==> src/rtl/alu_writeback.sv <==
// Writeback stage behind a fixed-latency ALU: tag tracking, in-order result buffer, credit-throttled issue.
// Optional forwarding outputs are enabled by defining ALU_WB_BYPASS_EN.
module alu_writeback #(
  parameter int ADDR_W    = 11,
  parameter int LATENCY   = 3,
  parameter int BUF_DEPTH = 6
) (
  input  logic              clock,
  input  logic              reset,
  input  logic              io_issue_valid,
  output logic              io_issue_ready,
  input  logic [ADDR_W-1:0] io_issue_rd,
  input  logic [3:0]        io_issue_funct,
  input  logic              io_issue_carry_wr,
  input  logic [15:0]       io_alu_out,
  input  logic [31:0]       io_alu_mul_out,
  input  logic              io_alu_carry_out,
  output logic              io_rf_wen,
  output logic [ADDR_W-1:0] io_rf_waddr,
  output logic [15:0]       io_rf_wdata,
  output logic              io_rf_carry_wen,
  output logic              io_rf_carry,
  input  logic              io_rf_grant,
  input  logic [ADDR_W-1:0] io_query_rs,
  output logic              io_query_hit,
  output logic              io_empty,
`ifdef ALU_WB_BYPASS_EN
  output logic              io_byp_valid,
  output logic [ADDR_W-1:0] io_byp_rd,
  output logic [15:0]       io_byp_data,
`endif
  output logic              io_overflow
);

  localparam int PTR_W = (BUF_DEPTH > 1) ? $clog2(BUF_DEPTH) : 1;
  localparam int CNT_W = $clog2(BUF_DEPTH + LATENCY + 1);
  localparam logic [3:0]       FUNCT_MULH = 4'd3;
  localparam logic [PTR_W-1:0] PTR_LAST   = PTR_W'(BUF_DEPTH - 1);

  function automatic logic [PTR_W-1:0] ptr_next(input logic [PTR_W-1:0] p);
    if (p == PTR_LAST) begin
      ptr_next = {PTR_W{1'b0}};
    end else begin
      ptr_next = p + PTR_W'(1'b1);
    end
  endfunction

  logic [LATENCY-1:0] tag_valid_r;
  logic [ADDR_W-1:0]  tag_rd_r   [LATENCY];
  logic               tag_mulh_r [LATENCY];
  logic               tag_cwr_r  [LATENCY];

  logic [ADDR_W-1:0]  buf_rd_r    [BUF_DEPTH];
  logic [15:0]        buf_data_r  [BUF_DEPTH];
  logic               buf_cwen_r  [BUF_DEPTH];
  logic               buf_carry_r [BUF_DEPTH];
  logic [PTR_W-1:0]   head_r;
  logic [PTR_W-1:0]   tail_r;
  logic [CNT_W-1:0]   count_r;
  logic               overflow_r;

  logic               accept_s;
  logic               cap_s;
  logic               pop_s;
  logic               has_head_s;
  logic [15:0]        cap_data_s;
  logic [15:0]        mul_hi_s;
  logic [15:0]        mul_lo_unused_s;
  logic [CNT_W-1:0]   tag_cnt_s;
  logic [CNT_W-1:0]   credits_s;
  logic               hit_s;

  assign {mul_hi_s, mul_lo_unused_s} = io_alu_mul_out;

  assign accept_s   = io_issue_valid & io_issue_ready;
  assign cap_s      = tag_valid_r[LATENCY-1];
  assign cap_data_s = tag_mulh_r[LATENCY-1] ? mul_hi_s : io_alu_out;
  assign has_head_s = (count_r != {CNT_W{1'b0}});
  assign pop_s      = has_head_s & io_rf_grant;

  // Credits come only from registered state so a same-cycle pop never frees one.
  always_comb begin
    tag_cnt_s = {CNT_W{1'b0}};
    for (int i = 0; i < LATENCY; i++) begin
      tag_cnt_s = tag_cnt_s + CNT_W'(tag_valid_r[i]);
    end
    credits_s = tag_cnt_s + count_r;
  end

  assign io_issue_ready = (credits_s < CNT_W'(BUF_DEPTH));
  assign io_empty       = (tag_valid_r == {LATENCY{1'b0}}) && !has_head_s;
  assign io_overflow    = overflow_r;

  // Valid bits of the tag pipeline, aligned with the ALU latency.
  always_ff @(posedge clock or negedge reset) begin
    if (!reset) begin
      tag_valid_r <= {LATENCY{1'b0}};
    end else begin
      tag_valid_r[0] <= accept_s;
      for (int i = 1; i < LATENCY; i++) begin
        tag_valid_r[i] <= tag_valid_r[i-1];
      end
    end
  end

  // Tag payload shifts freely; it is only looked at where the matching valid is set.
  always_ff @(posedge clock) begin
    tag_rd_r[0]   <= io_issue_rd;
    tag_mulh_r[0] <= (io_issue_funct == FUNCT_MULH);
    tag_cwr_r[0]  <= io_issue_carry_wr;
    for (int i = 1; i < LATENCY; i++) begin
      tag_rd_r[i]   <= tag_rd_r[i-1];
      tag_mulh_r[i] <= tag_mulh_r[i-1];
      tag_cwr_r[i]  <= tag_cwr_r[i-1];
    end
  end

  // Result storage written at the tail when the oldest tag emerges from the ALU.
  always_ff @(posedge clock) begin
    if (cap_s) begin
      buf_rd_r[tail_r]    <= tag_rd_r[LATENCY-1];
      buf_data_r[tail_r]  <= cap_data_s;
      buf_cwen_r[tail_r]  <= tag_cwr_r[LATENCY-1];
      buf_carry_r[tail_r] <= io_alu_carry_out;
    end
  end

  // Buffer pointers and occupancy; occupancy disambiguates full from empty.
  always_ff @(posedge clock or negedge reset) begin
    if (!reset) begin
      head_r  <= {PTR_W{1'b0}};
      tail_r  <= {PTR_W{1'b0}};
      count_r <= {CNT_W{1'b0}};
    end else begin
      if (cap_s) begin
        tail_r <= ptr_next(tail_r);
      end
      if (pop_s) begin
        head_r <= ptr_next(head_r);
      end
      case ({cap_s, pop_s})
        2'b10:   count_r <= count_r + CNT_W'(1'b1);
        2'b01:   count_r <= count_r - CNT_W'(1'b1);
        default: count_r <= count_r;
      endcase
    end
  end

  // Sticky record of an issue attempted without a credit.
  always_ff @(posedge clock or negedge reset) begin
    if (!reset) begin
      overflow_r <= 1'b0;
    end else begin
      overflow_r <= overflow_r | (io_issue_valid & ~io_issue_ready);
    end
  end

  // Head entry drives the register-file port; zeros when nothing is buffered.
  always_comb begin
    io_rf_wen = has_head_s;
    if (has_head_s) begin
      io_rf_waddr     = buf_rd_r[head_r];
      io_rf_wdata     = buf_data_r[head_r];
      io_rf_carry_wen = buf_cwen_r[head_r];
      io_rf_carry     = buf_carry_r[head_r];
    end else begin
      io_rf_waddr     = {ADDR_W{1'b0}};
      io_rf_wdata     = 16'h0000;
      io_rf_carry_wen = 1'b0;
      io_rf_carry     = 1'b0;
    end
  end

  // Hazard match over live tag stages and live buffer slots (slot live if its distance from head < count).
  always_comb begin
    hit_s = 1'b0;
    for (int i = 0; i < LATENCY; i++) begin
      hit_s = hit_s | (tag_valid_r[i] & (tag_rd_r[i] == io_query_rs));
    end
    for (int i = 0; i < BUF_DEPTH; i++) begin
      hit_s = hit_s |
              ((((i >= int'(head_r)) ? (i - int'(head_r)) : (i + BUF_DEPTH - int'(head_r))) < int'(count_r)) &
               (buf_rd_r[i] == io_query_rs));
    end
  end

  assign io_query_hit = hit_s;

`ifdef ALU_WB_BYPASS_EN
  assign io_byp_valid = cap_s;
  assign io_byp_rd    = tag_rd_r[LATENCY-1];
  assign io_byp_data  = cap_data_s;
`endif

endmodule

==> config.mk <==
export PLATFORM = sky130hd
export DESIGN_NAME = alu_writeback
export DESIGN_NICKNAME = d
export VERILOG_FILES = /design/src/rtl/alu_writeback.sv
export SDC_FILE = /design/constraint.sdc
export NUM_CORES = 1
export LEC_CHECK = 0
export CAP_MARGIN = 20
export CORE_ASPECT_RATIO = 0.75
export CORE_MARGIN = 8
export CORE_UTILIZATION = 55
export CTS_BUF_LIST = sky130_fd_sc_hd__clkbuf_4 sky130_fd_sc_hd__clkbuf_8
export DETAILED_ROUTE_END_ITERATION = 16
export GPL_ROUTABILITY_DRIVEN = 0
export GPL_TIMING_DRIVEN = 0
export PLACE_DENSITY = 0.78
export SYNTH_ARGS = -nofsm -noshare
export SYNTH_HDL_FRONTEND = slang
export SYNTH_SLANG_ARGS = --single-unit
==> constraint.sdc <==
create_clock -name clock -period 4.7 [get_ports clock]
set_clock_uncertainty 0.2 [all_clocks]
set_input_delay 0.94 -clock clock [delete_from_list [all_inputs] [get_ports clock]]
set_output_delay 0.94 -clock clock [all_outputs]
set_load 0.05 [all_outputs]
* Word level (Yosys, flattened, before mapping)
Memory sizes are Yosys's and may differ from the RTL's. Index checks and enable logic that the tools add are counted.
Storage, ports and cells: word-level logic and storage cells 101, memories 7, bits of input ports 80, memory bits (writable) 213, bits in registers 14
Memory list:
- buf_data_r | words 6, width 16, read ports 1, clocked after memory_dff 0, write ports 1, line 54 | logic [15:0] buf_data_r [BUF_DEPTH];
- buf_rd_r | words 6, width 11, read ports 7, clocked after memory_dff 0, write ports 1, line 53 | logic [ADDR_W-1:0] buf_rd_r [BUF_DEPTH];
- tag_rd_r | words 3, width 11, read ports 3, clocked after memory_dff 0, write ports 3, line 49 | logic [ADDR_W-1:0] tag_rd_r [LATENCY];
- buf_carry_r | words 6, width 1, read ports 1, clocked after memory_dff 0, write ports 1, line 56 | logic buf_carry_r [BUF_DEPTH];
- buf_cwen_r | words 6, width 1, read ports 1, clocked after memory_dff 0, write ports 1, line 55 | logic buf_cwen_r [BUF_DEPTH];
- tag_cwr_r | words 3, width 1, read ports 3, clocked after memory_dff 0, write ports 3, line 51 | logic tag_cwr_r [LATENCY];
- 1 more memories
Operators by class: magnitude comparators 13, reduce and logical (&&, ||, !) cells 5, multiplexer cells 16, bitwise gates (word level) 22, eq/ne operators 14, $add $sub $neg 19
Operators by type and width (number):
- less-than comparator 32 x 5 -> 1 bit | 6
- two-way mux 32 bit | 6
- == test 11 bit | 9
- two-way mux 16 bit | 2
- subtractor 4 x 3 -> 5 bit, first input constant | 4
- subtractor 3 x 3 -> 4 bit, first input constant | 4
- bitwise AND 1 bit | 12
- two-way mux 11 bit | 1
- bitwise OR 1 bit | 9
- case mux 4 bit (2 select lines) | 1
- subtractor 1 x 3 -> 4 bit, first input constant | 2
- subtractor 2 x 3 -> 4 bit, first input constant | 2
- adder 3 x 1 -> 3 bit, second input constant | 2
- == test 3 bit, second input constant | 2
- greater-or-equal comparator 1 x 3 -> 1 bit, first input constant | 2
- greater-or-equal comparator 2 x 3 -> 1 bit, first input constant | 2
- greater-or-equal comparator 3 bit, first input constant | 2
- two-way mux 3 bit | 2
- adder 3 x 4 -> 4 bit | 1
- adder 4 x 1 -> 4 bit, second input constant | 1
- == test 4 x 2 -> 1 bit, second input constant | 1
- less-than comparator 4 x 3 -> 1 bit, second input constant | 1
- two-way mux 1 bit | 4
- nonzero test 4 bit | 1
- other kinds (10) | 10

* Longest topological paths before layout
Gate-level depths: netlist of the first run. An unclocked memory read counts as a cell.
depth after elaboration 11, mapped depth 15

* Least setup slack after synthesis of the first run
Ideal clock, no wire load.
path kind reg-to-output, start register head_r[1], end output io_query_hit, path slack 0.439 ns, arrival 3.121 ns, cell stages (with the launch flop) 14, path buffers 2, data required time 3.560 ns, path through dfrtp_1 buf_2 buf_1 inv_1 ha_1 nand2_1 nand2_1 xnor2_1 ha_1 nand3_1 a21oi_2 nor3_1 a41o_1 or4_1
Between the ends: longest elaborated chain between the ends 10, elaborated cells on any way between the ends 42, classes of those cells add/sub (12); order compare (12); mux (6); bitwise (12)
Ends and longest elaborated chain:
- start: declaration | line 57 | logic [PTR_W-1:0] head_r;
- start signal: assignment | line 131 | head_r <= {PTR_W{1'b0}};
- start signal: assignment | line 139 | head_r <= ptr_next(head_r);
- subtractor 3 x 3 -> 4 bit, or another cell as far along | line 182 | ((((i >= int'(head_r)) ? (i - int'(head_r)) : (i + BUF_DEPTH - int'(head_r))) < int'(count_r)) &
- two-way mux 32 bit | line 182
- less-than comparator 32 x 5 -> 1 bit | line 182
- bitwise AND 1 bit | line 182
- bitwise OR 1 bit (5 in series) | line 181 | hit_s = hit_s |
- bitwise OR 1 bit (*) | line 181
- end: declaration | line 25 | output logic io_query_hit,
Mark *: on every way between the ends. The rest lies on a longest branch, timed or not.

* Final worst setup path of the first run
start register head_r[1], end output io_rf_wdata[13]
Between the ends: longest elaborated chain between the ends 2
Ends and longest elaborated chain:
- memory read (6 x 16 bit)
- two-way mux 16 bit | line 161 | if (has_head_s) begin
- end: declaration | line 20 | output logic [15:0] io_rf_wdata,
No other way between the ends.

==> run_results.csv, run 1 <==
group,metric,value,unit
hold_path,hold_path_end,"tag_mulh_r[0][2]",
synth,mappedNetlistArea,0.0111,sq mm
power_and_ir_drop,power_per_cell_area,650,mW/mm^2
sta,worst_hold_slack,0.121,ns
place,half_perimeter_wire_length_after_placement,19400,um
setup_path,worst-r2r-cell-count,11,
sta,timing.final.ws_setup,0.0754,ns
global_routing,overflow,0,
run,max-cap-violations,0,
setup_path,regToRegStartpoint,"count_r[0]",
place,dpl_worst_slack,-0.974,ns
synth,post-synth-top-count-cell,"edfxtp_1",
global_routing,via_count_of_the_first_global_routing_pass,7237,
clocking,tritoncts.num_buffers,39,
setup_path,crit_chain,"buf_8 -> buf_4 -> clkbuf_1 -> mux4_2 -> nor2_1 -> a211oi_1 -> clkdlybuf4s50_1",
synth,synthesis.yosys.warnings,0,
drt,drt-vias-per-instance,5.95,
setup_path,r2r-end,"count_r[3]",
global_routing,grt_pass1_wl,41800,um
power_and_ir_drop,leakage,4.74,nW
synth,asyncSetResetFlopFracSynth,5.62,%
setup_path,regToRegSetupSlack,1.55,ns
setup_path,worst-endpoint-required,3.56,ns
sta,hold_violation_total_from_the_final_report,0,
clocking,cts_clock_pin_slew_for_the_worst_setup_and_hold_paths,0.07,ns
sta,layout_min_cycle_time,4.62,ns
setup_path,path_type_of_the_worst_setup_path,"register to primary output",
hold_path,worst_hold_path.num_cells,0,
floorplanning,core_region_area,0.0200,sq mm
setup_path,critical_path.slowest_cell,"clkdlybuf4s50_1",
global_routing,grt_max_degree,21,
synth,yosysSeqAreaShare,63.2,%
clocking,cts_root_buf,"clkbuf_8",
floorplanning,dieWidth,180,um
clocking,cts_tree,"built",
setup_path,critPathArrivalTime,3.48,ns
floorplanning,design.portCount,114,
clocking,htree_levels,2,
synth,yosys_most_used_dff,"edfxtp_1",
drt,initialDrtViolationCount,792,
hold_path,timing.hold.worst.start,"tag_mulh_r[0][1]",
clocking,cts-root-to-sink-buffers,3,
global_routing,gr-usage-all-layers,21.7,%
sta,max_slew.worst_pin.slew,0.883,ns
sta,rsz0062_at_grt,"false",
outcome,outcome,"finished clean",
global_routing,grt_antenna_before_repair,0,
floorplanning,row_count,45,
sta,max_slew_margin,40.9,%
synth,synth_area_per_cell,15.3,sq um
drt,drc,0,
clocking,clk_latency,0.54,ns
layout,finalNetCount,986,
synth,synth_cell_type_count,47,
layout,post_route_cells_drive_above_1_share,21.1,%
synth,synth_fp_nets,841,
drt,ant_nets,0,
synth,synth_area_leader_cell,"edfxtp_1",
layout,diodes,0,
drt,finalWirelength,27300,um
synth,synth_cells,724,
synth,synth_edf_count,196,
hold_path,hold_path.class,"register to register",
synth,synth_top_area_share,53.0,%
setup_path,critPathMaxFanout,10,
sta,finalSetupViolCount,0,
setup_path,crit_path_end_kind,"primary output",
drt,wirelength_per_cell,23.6,um
drt,vias,6883,
setup_path,slowest_delay,0.88,ns
place,buffer_ports.inserted,86,
setup_path,cp-start-kind,"register",
drt,drtPass1Iterations,5,
sta,period_share,98.4,%
sta,maxClockFrequency,216,MHz
power_and_ir_drop,maximum_vdd_ir_drop,0.355,mV
floorplanning,floorplan.die_area,0.0251,sq mm
sta,setup_tns,0,ns
clocking,clock_sink_count,249,
synth,ys_ff_latch,249,
floorplanning,initial_core_util,55.4,%
synth,synth.cells.most_frequent,"edfxtp_1 (196), xnor2_1 (82), mux4_2 (40), dfxtp_1 (39), nand2_1 (38)",
layout,syn_to_final_growth,21.3,%
sta,report.final.slew_viol_count,0,
synth,synth_area_leaders,"edfxtp_1 (53%), mux4_2 (8.1%), dfxtp_1 (7.0%)",
floorplanning,die_h,139,um
[layer usage]
layer | global-route usage, % | up-vias | routed length, um
met1 | 28.3 | 3453 | 11200
met4 | 7.81 | 0 | 883
li1 | - | 3024 | -
met3 | 6.31 | 73 | 2470
met2 | 34.3 | 333 | 12700
met5 | 0 | - | 0
[state kept, by name (all words and copies together) (netlist names)]
signal and count:
tag_cwr_r 3, buf_rd_r 88, buf_data_r 96, io_overflow 1, head_r 3, tail_r 3
count_r 4, tag_rd_r 33, buf_cwen_r 6, tag_mulh_r 3, tag_valid_r 3, buf_carry_r 6
[layout make-up]
class / instances / area [sq um]
clock buffers: 58 / 711
flip-flops and latches: 249 / 7020
well taps: 258 / 323
inverters: 20 / 82.6
multi-input cells: 418 / 3850
plain buffers: 35 / 278
fillers: 1367 / 6570
repair buffers: 106 / 1100
clock inverters: 13 / 108
[cells in the final DEF, fill, tap and decap left out, types with 5 or more instances in the layout]
| cell | count |
|---|---|
| edfxtp_1 | 196 |
| clkdlybuf4s50_1 | 85 |
| xnor2_1 | 82 |
| clkbuf_8 | 44 |
| mux4_2 | 40 |
| dfxtp_1 | 39 |
| nand2_1 | 37 |
| ha_1 | 31 |
| xor2_1 | 28 |
| nor2_1 | 23 |
| buf_6 | 21 |
| a21oi_1 | 20 |
| mux2i_1 | 19 |
| a211oi_1 | 19 |
| inv_1 | 16 |
| mux2_2 | 16 |
| nand4_1 | 16 |
| buf_4 | 14 |
| clkbuf_4 | 14 |
| o21ai_0 | 11 |
| dfrtp_1 | 11 |
| clkbuf_1 | 10 |
| nand3_1 | 9 |
| nor4_1 | 8 |
| nor3_1 | 8 |
| a21o_1 | 7 |
| clkinv_2 | 6 |
| o21ai_1 | 5 |
[worst max-delay path: cells and delay by family, from the launching register on]
kind | cells | cell delay [ns]
AO/OA/AOI/OAI | 1 | 0.37
buffers and inverters | 4 | 1.77
multiplexers | 1 | 0.34
flip-flops | 1 | 0.40
AND/OR/NAND/NOR | 1 | 0.04
[cell families after synthesis]
group | share of synthesized area [%]
muxes | 11.4
buffers and inverters | 2.77
adders and majority gates | 4.37
other | 0.0338
DFF | 63.2
xor gates and xnor gates | 8.67
and+or+nand+nor | 5.05
AOI/OAI and AO/OA | 4.52
[how the worst max path moves through the flow]
stage	endpoint	startpoint	depth (start not counted)	slack, ns
finish	io_rf_wdata[13]	head_r[1]	7	0.08
global route	io_query_hit	head_r[1]	16	0.00008
CTS	io_query_hit	head_r[1]	16	0.006
detailed placement	io_query_hit	head_r[1]	14	-0.97
global placement	buf_data_r[3][1]	tag_valid_r[2]	3	-1.05
floorplan	io_query_hit	head_r[1]	13	0.44
[power by group]
part	leakage (nW)	total, W	switching [W]	internal, W
registers	2.26	0.00278	0.000154	0.00262
logic	2.04	0.00410	0.00248	0.00162
clock network	0.433	0.00189	0.000850	0.00104
[timing repair]
item,CTS,global route
pin swaps,2,5
hold buffers,0,0
resized for setup,33,11
gates cloned,0,0
setup buffers,2,2
setup endpoints to repair,1,2
[per-stage QoR]
step | instance area [sq um] | std cells | total power [W] | util (%)
final | 13500 | 1157 | 0.00876 | 67.2
after global placement | 12300 | 1068 | 0.00657 | 61.3
after floorplan | 11100 | 724 | 0.00549 | -
after global routing | 13500 | 1157 | 0.00916 | 67.2
after detailed placement | 12500 | 1084 | 0.00677 | 62.5
after CTS | 13400 | 1156 | 0.00872 | 67.1
Note: power is estimated with default switching activity, not from simulation.
==> run 2, diff against run 1 <==
Settings changed: CORE_UTILIZATION 55 to 53.
Clock period 4.7 ns to 3.78 ns, I/O delays scaled along.
==> run 2 against run 1 <==
  * The run now ends with negative setup slack left
  * Clock power grew 22%
  * Sequential cell count is the same
  * Die area grew 3.4%
  * First-iteration DRC count shrank 8.5%
  * Total power grew 28%
  * Wire length grew 1.8%
  * Global-route usage shrank 0.24 points
  * Clock-buffer cell count is the same
  * Combinational power grew 32%
  * Register-to-register slack lost 0.56 ns
  * Critical path type unchanged
  * Largest power group unchanged
==> run_results.csv, run 2 (synthesis gave the netlist of run 1 again) <==
group,metric,value,unit
layout,area_of_the_multi_input_gates,0.00404,sq mm
sta,maxClockFrequency,235,MHz
hold_path,hold_path.class,"register to register",
drt,wirelength_per_cell,23.2,um
sta,report.final.slew_viol_count,0,
place,dpl_worst_slack,-1.29,ns
outcome,violations_in_the_final_reports,"negative setup slack",
drt,finalWirelength,27800,um
sta,hold_violation_total_from_the_final_report,0,
sta,finalSetupViolCount,1,
clocking,cts_tree,"built",
global_routing,grt_max_degree,25,
clocking,cts_clock_pin_slew_for_the_worst_setup_and_hold_paths,0.06,ns
layout,filler_cell_count,1460,
layout,diodes,0,
sta,layout_min_cycle_time,4.25,ns
layout,syn_to_final_growth,23.9,%
clocking,htree_levels,2,
global_routing,via_count_of_the_first_global_routing_pass,6993,
drt,drc,0,
sta,timing.final.ws_setup,-0.472,ns
clocking,cts-root-to-sink-buffers,3,
floorplanning,floorplan.die_area,0.0259,sq mm
layout,top_register,"buf_data_r",
global_routing,grt_antenna_before_repair,0,
clocking,cts_root_buf,"clkbuf_8",
clocking,holdBufCountCts,0,
drt,initialDrtViolationCount,725,
run,max-cap-violations,0,
setup_path,worst-endpoint-required,2.82,ns
power_and_ir_drop,maximum_vdd_ir_drop,0.330,mV
power_and_ir_drop,totalPowerFinal,0.0112,W
place,buffer_ports.inserted,86,
drt,ant_nets,0,
floorplanning,die_h,141,um
drt,drt-vias-per-instance,5.80,
layout,most-common-layout-cells,"edfxtp_1 (196), xnor2_1 (81), clkdlybuf4s50_1 (54), clkbuf_8 (43), mux4_2 (40)",
floorplanning,dieWidth,183,um
layout,number_of_flip_flops_under_the_largest_register_name,96,
layout,finalNetCount,997,
global_routing,gr-usage-all-layers,21.5,%
setup_path,critPathArrivalTime,3.30,ns
drt,drtPass1Iterations,5,
power_and_ir_drop,leakage,5.00,nW
setup_path,crit_path_end_kind,"primary output",
place,half_perimeter_wire_length_after_placement,18800,um
sta,rsz0062_at_grt,"true",
outcome,outcome,"complete, but fails checks",
floorplanning,initial_core_util,53.3,%
floorplanning,core_region_area,0.0208,sq mm
floorplanning,row_count,46,
sta,period_share,112,%
setup_path,path_type_of_the_worst_setup_path,"register to primary output",
layout,seq_area,0.00702,sq mm
clocking,clock_sink_count,249,
drt,vias,6946,
global_routing,overflow,0,
layout,leading_cell_type_in_the_layout_fill_and_taps_excluded,"edfxtp_1",
floorplanning,design.portCount,114,
global_routing,grt_pass1_wl,41900,um
clocking,clk_latency,0.54,ns
sta,max_slew.worst_pin.slew,0.893,ns
layout,reg.largest.list,"buf_data_r: 96 flops, buf_rd_r: 88 flops, tag_rd_r: 33 flops",
layout,post_route_cells_drive_above_1_share,27.1,%
sta,max_slew_margin,40.2,%
setup_path,critPathMaxFanout,5,
power_and_ir_drop,power_per_cell_area,813,mW/mm^2
clocking,tritoncts.num_buffers,38,
setup_path,cp-start-kind,"register",
-- run 2: changes by cell type in the layout (fill, tap and decap cells not counted), sizes merged --
cell	change
clkinvlp	-2
buf	+13
clkbuf	+15
clkdlybuf4s50	-31
dlygate4sd2	+2
clkdlybuf4s15	+1
dlymetal6s2s	+12
-- run 2: final timing paths --
kind / startpoint / slack (ns) / to / depth (start not counted)
worst max-delay path: head_r[1] / -0.47 / io_query_hit / 14
worst min-delay path: tag_mulh_r[0][0] / 0.13 / tag_mulh_r[0][1] / 0
worst max register to register: count_r[0] / 0.99 / count_r[3] / 11
worst min register to register: tag_mulh_r[0][0] / 0.13 / tag_mulh_r[0][1] / 0
max in group asynchronous: reset / 2.46 / head_r[0] / 1
min in group asynchronous: reset / 0.42 / tail_r[1] / 1
-- run 2: layout make-up --
| class | count | share of cell area, % |
|---|---|---|
| Buffer | 36 | 2.35 |
| Clock buffer | 58 | 5.12 |
| Clock inverter | 11 | 0.618 |
| Inverter | 20 | 0.709 |
| Multi-Input combinational cell | 418 | 29.3 |
| Sequential cell | 249 | 51.0 |
| Tap cell | 288 | 2.62 |
| Timing Repair Buffer | 117 | 8.24 |
-- run 2: power by group --
group	leakage [nW]	total, W	switching, W	internal, W
clock	0.425	0.00231	0.00104	0.00127
sequential	2.26	0.00346	0.000199	0.00326
combinational	2.31	0.00542	0.00327	0.00215
total	5.00	0.0112	0.00451	0.00668
-- run 2: critical path: stages, from the launching register on --
cell	delay (ns)
dfrtp_1	0.43
buf_6	0.15
buf_12	0.12
clkinv_8	0.06
ha_4	0.17
nand2_4	0.07
nand2_1	0.07
xnor2_1	0.14
ha_1	0.30
nand3_2	0.07
a21oi_2	0.20
nor3_2	0.07
a41o_1	0.23
or4_4	0.54
buf_8	0.17
-- run 2: metal layers --
metal | part of all wire [%] | vias up | track usage, %
met5 | 0 | - | 0
met1 | 42 | 3488 | 30.9
met2 | 45 | 362 | 31.9
met3 | 9.9 | 55 | 5.42
li1 | - | 3041 | -
met4 | 2.2 | 0 | 6.06
-- run 2: what timing repair did --
action | 4_1_cts | 5_1_grt
resized for setup | 78 | 96
setup endpoints to repair | 32 | 16
pin swaps | 5 | 10
gates cloned | 0 | 0
setup buffers | 9 | 6
-- run 2: per-stage QoR --
step / cells / util [%] / TNS, ns / area [sq um] / hold WS [ns]
after floorplan: 724 / - / 0 / 11100 / 0.110
after global placement: 1098 / 59.2 / -201.44 / 12300 / 0.111
after detailed placement: 1114 / 60.3 / -1.93 / 12600 / 0.115
after CTS: 1191 / 65.0 / -2.26 / 13500 / 0.130
after global routing: 1197 / 66.1 / -0.590 / 13800 / 0.132
final: 1197 / 66.1 / -0.472 / 13800 / 0.128
==> run 3, diff against run 2 <==
Settings changed: PLACE_DENSITY 0.78 to 0.82, TNS_END_PERCENT set to 10.
==> run 3 against run 2 <==
  * The run still ends with negative setup slack left
  * Via count fell by 0.88%
  * Critical endpoint unchanged
  * Final area barely moved
  * Combinational power fell by 4.1%
  * Largest cell class unchanged
  * Setup slack improved by 0.040 ns
==> run_results.csv, run 3 (synthesis gave the netlist of run 1 again) <==
group,metric,value,unit
drt,drc,0,
layout,leading_cell_type_in_the_layout_fill_and_taps_excluded,"edfxtp_1",
global_routing,groute.layer.met2.usage,31.3,%
floorplanning,die_h,141,um
clocking,cts-root-to-sink-buffers,3,
drt,vias,6885,
clocking,tritoncts.num_buffers,38,
sta,hold_violation_total_from_the_final_report,0,
global_routing,via_count_of_the_first_global_routing_pass,6913,
sta,max_slew_margin,27.7,%
setup_path,crit_chain,"buf_8 -> buf_12 -> clkinv_8 -> ha_4 -> nand2_4 -> nand2_4 -> xnor2_2 -> ha_1 -> nand3_2 -> a21oi_2 -> nor3_2 -> a41o_1 -> or4_4 -> buf_8",
drt,finalWirelength,27400,um
floorplanning,initial_core_util,53.3,%
drt,initialDrtViolationCount,656,
layout,syn_to_final_growth,24.0,%
setup_path,path_type_of_the_worst_setup_path,"register to primary output",
setup_path,worst-endpoint-required,2.82,ns
place,half_perimeter_wire_length_after_placement,18700,um
clocking,cts_clock_pin_slew_for_the_worst_setup_and_hold_paths,0.06,ns
floorplanning,floorplan.die_area,0.0259,sq mm
global_routing,grt_max_degree,23,
floorplanning,row_count,46,
clocking,htree_levels,2,
setup_path,critical_path.slowest_cell,"or4_4",
place,dpl_worst_slack,-1.35,ns
setup_path,crit_path_end_kind,"primary output",
run,max-cap-violations,0,
power_and_ir_drop,totalPowerFinal,0.0111,W
layout,diodes,0,
sta,setup_tns,-0.437,ns
global_routing,grt-busiest-layer,"met2",
layout,filler_cell_count,1470,
setup_path,cp-start-kind,"register",
clocking,clk_latency,0.55,ns
layout,finalNetCount,997,
power_and_ir_drop,maximum_vdd_ir_drop,0.524,mV
setup_path,slowest_delay,0.53,ns
sta,report.final.slew_viol_count,0,
power_and_ir_drop,leakage,5.01,nW
setup_path,critPathMaxFanout,5,
floorplanning,dieWidth,183,um
place,buffer_ports.inserted,86,
layout,seq_area,0.00702,sq mm
sta,maxClockFrequency,237,MHz
global_routing,grt_pass1_wl,41200,um
layout,top_register,"buf_data_r",
layout,reg.largest.list,"buf_data_r: 96 flops, buf_rd_r: 88 flops, tag_rd_r: 33 flops",
sta,finalSetupViolCount,2,
clocking,cts_root_buf,"clkbuf_8",
layout,most-common-layout-cells,"edfxtp_1 (196), xnor2_1 (81), clkdlybuf4s50_1 (54), clkbuf_8 (41), mux4_2 (40)",
outcome,violations_in_the_final_reports,"negative setup slack",
floorplanning,design.portCount,114,
sta,max_slew.worst_pin.slew,1.08,ns
floorplanning,core_region_area,0.0208,sq mm
global_routing,grt_antenna_before_repair,0,
drt,drtPass1Iterations,5,
drt,ant_nets,0,
sta,rsz0062_at_grt,"true",
drt,drt-vias-per-instance,5.75,
clocking,clock_sink_count,249,
layout,area_of_the_multi_input_gates,0.00395,sq mm
setup_path,critPathArrivalTime,3.26,ns
layout,number_of_flip_flops_under_the_largest_register_name,96,
outcome,outcome,"complete, but fails checks",
global_routing,gr-usage-all-layers,21.0,%
global_routing,overflow,0,
sta,layout_min_cycle_time,4.21,ns
sta,period_share,111,%
clocking,cts_tree,"built",
hold_path,hold_path.class,"register to register",
power_and_ir_drop,power_per_cell_area,805,mW/mm^2
global_routing,grtUsageMet3,6.64,%
sta,timing.final.ws_setup,-0.432,ns
sta,worst_hold_slack,0.133,ns
global_routing,groute.layer.met1.usage,29.4,%
layout,post_route_cells_drive_above_1_share,24.4,%
drt,wirelength_per_cell,22.8,um
==> run 3: cell count changes in the layout (fill, tap and decap cells not counted), moves of 3 or more <==
| cell | previous run | this run |
|---|---|---|
| dlygate4sd2_1 | 2 | 18 |
| buf_6 | 24 | 18 |
| clkbuf_2 | 23 | 7 |
| ha_1 | 23 | 27 |
| ha_4 | 10 | 4 |
| buf_4 | 23 | 26 |
| buf_8 | 1 | 4 |
==> run 3: path summary, 6_finish.rpt <==
check	from	end	slack, ns	depth (start not counted)
worst max-delay path	head_r[1]	io_query_hit	-0.43	14
worst min register to register	tag_mulh_r[0][0]	tag_mulh_r[0][1]	0.13	0
max in group asynchronous	reset	head_r[1]	2.43	1
min in group asynchronous	reset	tag_valid_r[0]	0.44	1
worst max register to register	count_r[0]	count_r[3]	0.97	11
worst min-delay path	tag_mulh_r[0][0]	tag_mulh_r[0][1]	0.13	0
==> run 3: layer usage <==
layer	share of wire [%]	vias to the layer above	routed length, um
met5	0	-	0
met4	1.8	0	505
met3	12	48	3220
met2	45	417	12400
met1	41	3389	11300
li1	-	3031	-
==> run 3: repair_timing <==
action / CTS / global route
gates cloned: 0 / 1
resized for setup: 73 / 41
buffers inserted: 9 / 6
endpoints found under the setup margin: 32 / 16
hold buffers: 0 / 0
pin swaps: 5 / 8
==> run 3: area by class of cell <==
| cell class | count | area share [%] |
|---|---|---|
| Clock inverter | 13 | 1.12 |
| Multi-Input combinational cell | 418 | 28.6 |
| Inverter | 20 | 0.672 |
| Clock buffer | 57 | 4.97 |
| Sequential cell | 249 | 51.0 |
| Tap cell | 288 | 2.62 |
| Timing Repair Buffer | 117 | 8.68 |
| Buffer | 36 | 2.33 |
==> run 3: power by group <==
| group | switching, W | total [W] | internal (W) |
|---|---|---|---|
| registers | 0.000187 | 0.00345 | 0.00326 |
| logic | 0.00316 | 0.00520 | 0.00205 |
| clock network | 0.00106 | 0.00244 | 0.00138 |
| total | 0.00440 | 0.0111 | 0.00669 |
==> run 3: worst max-delay path: cells and delay by family, from the launching register on <==
kind / cells / cell delay [ns]
buffers and inverters: 4 / 0.50
adders and majority gates: 2 / 0.47
AOI/OAI and AO/OA: 2 / 0.41
DFF: 1 / 0.40
xor gates and xnor gates: 1 / 0.13
and+or+nand+nor: 5 / 0.82
==> run 3: stage by stage <==
| step | instance area, sq um | cells | util, % |
|---|---|---|---|
| after floorplan | 11100 | 724 | - |
| after global placement | 12300 | 1098 | 59.2 |
| after detailed placement | 12600 | 1113 | 60.3 |
| after CTS | 13600 | 1191 | 65.1 |
| after global routing | 13800 | 1198 | 66.1 |
| final | 13800 | 1198 | 66.1 |
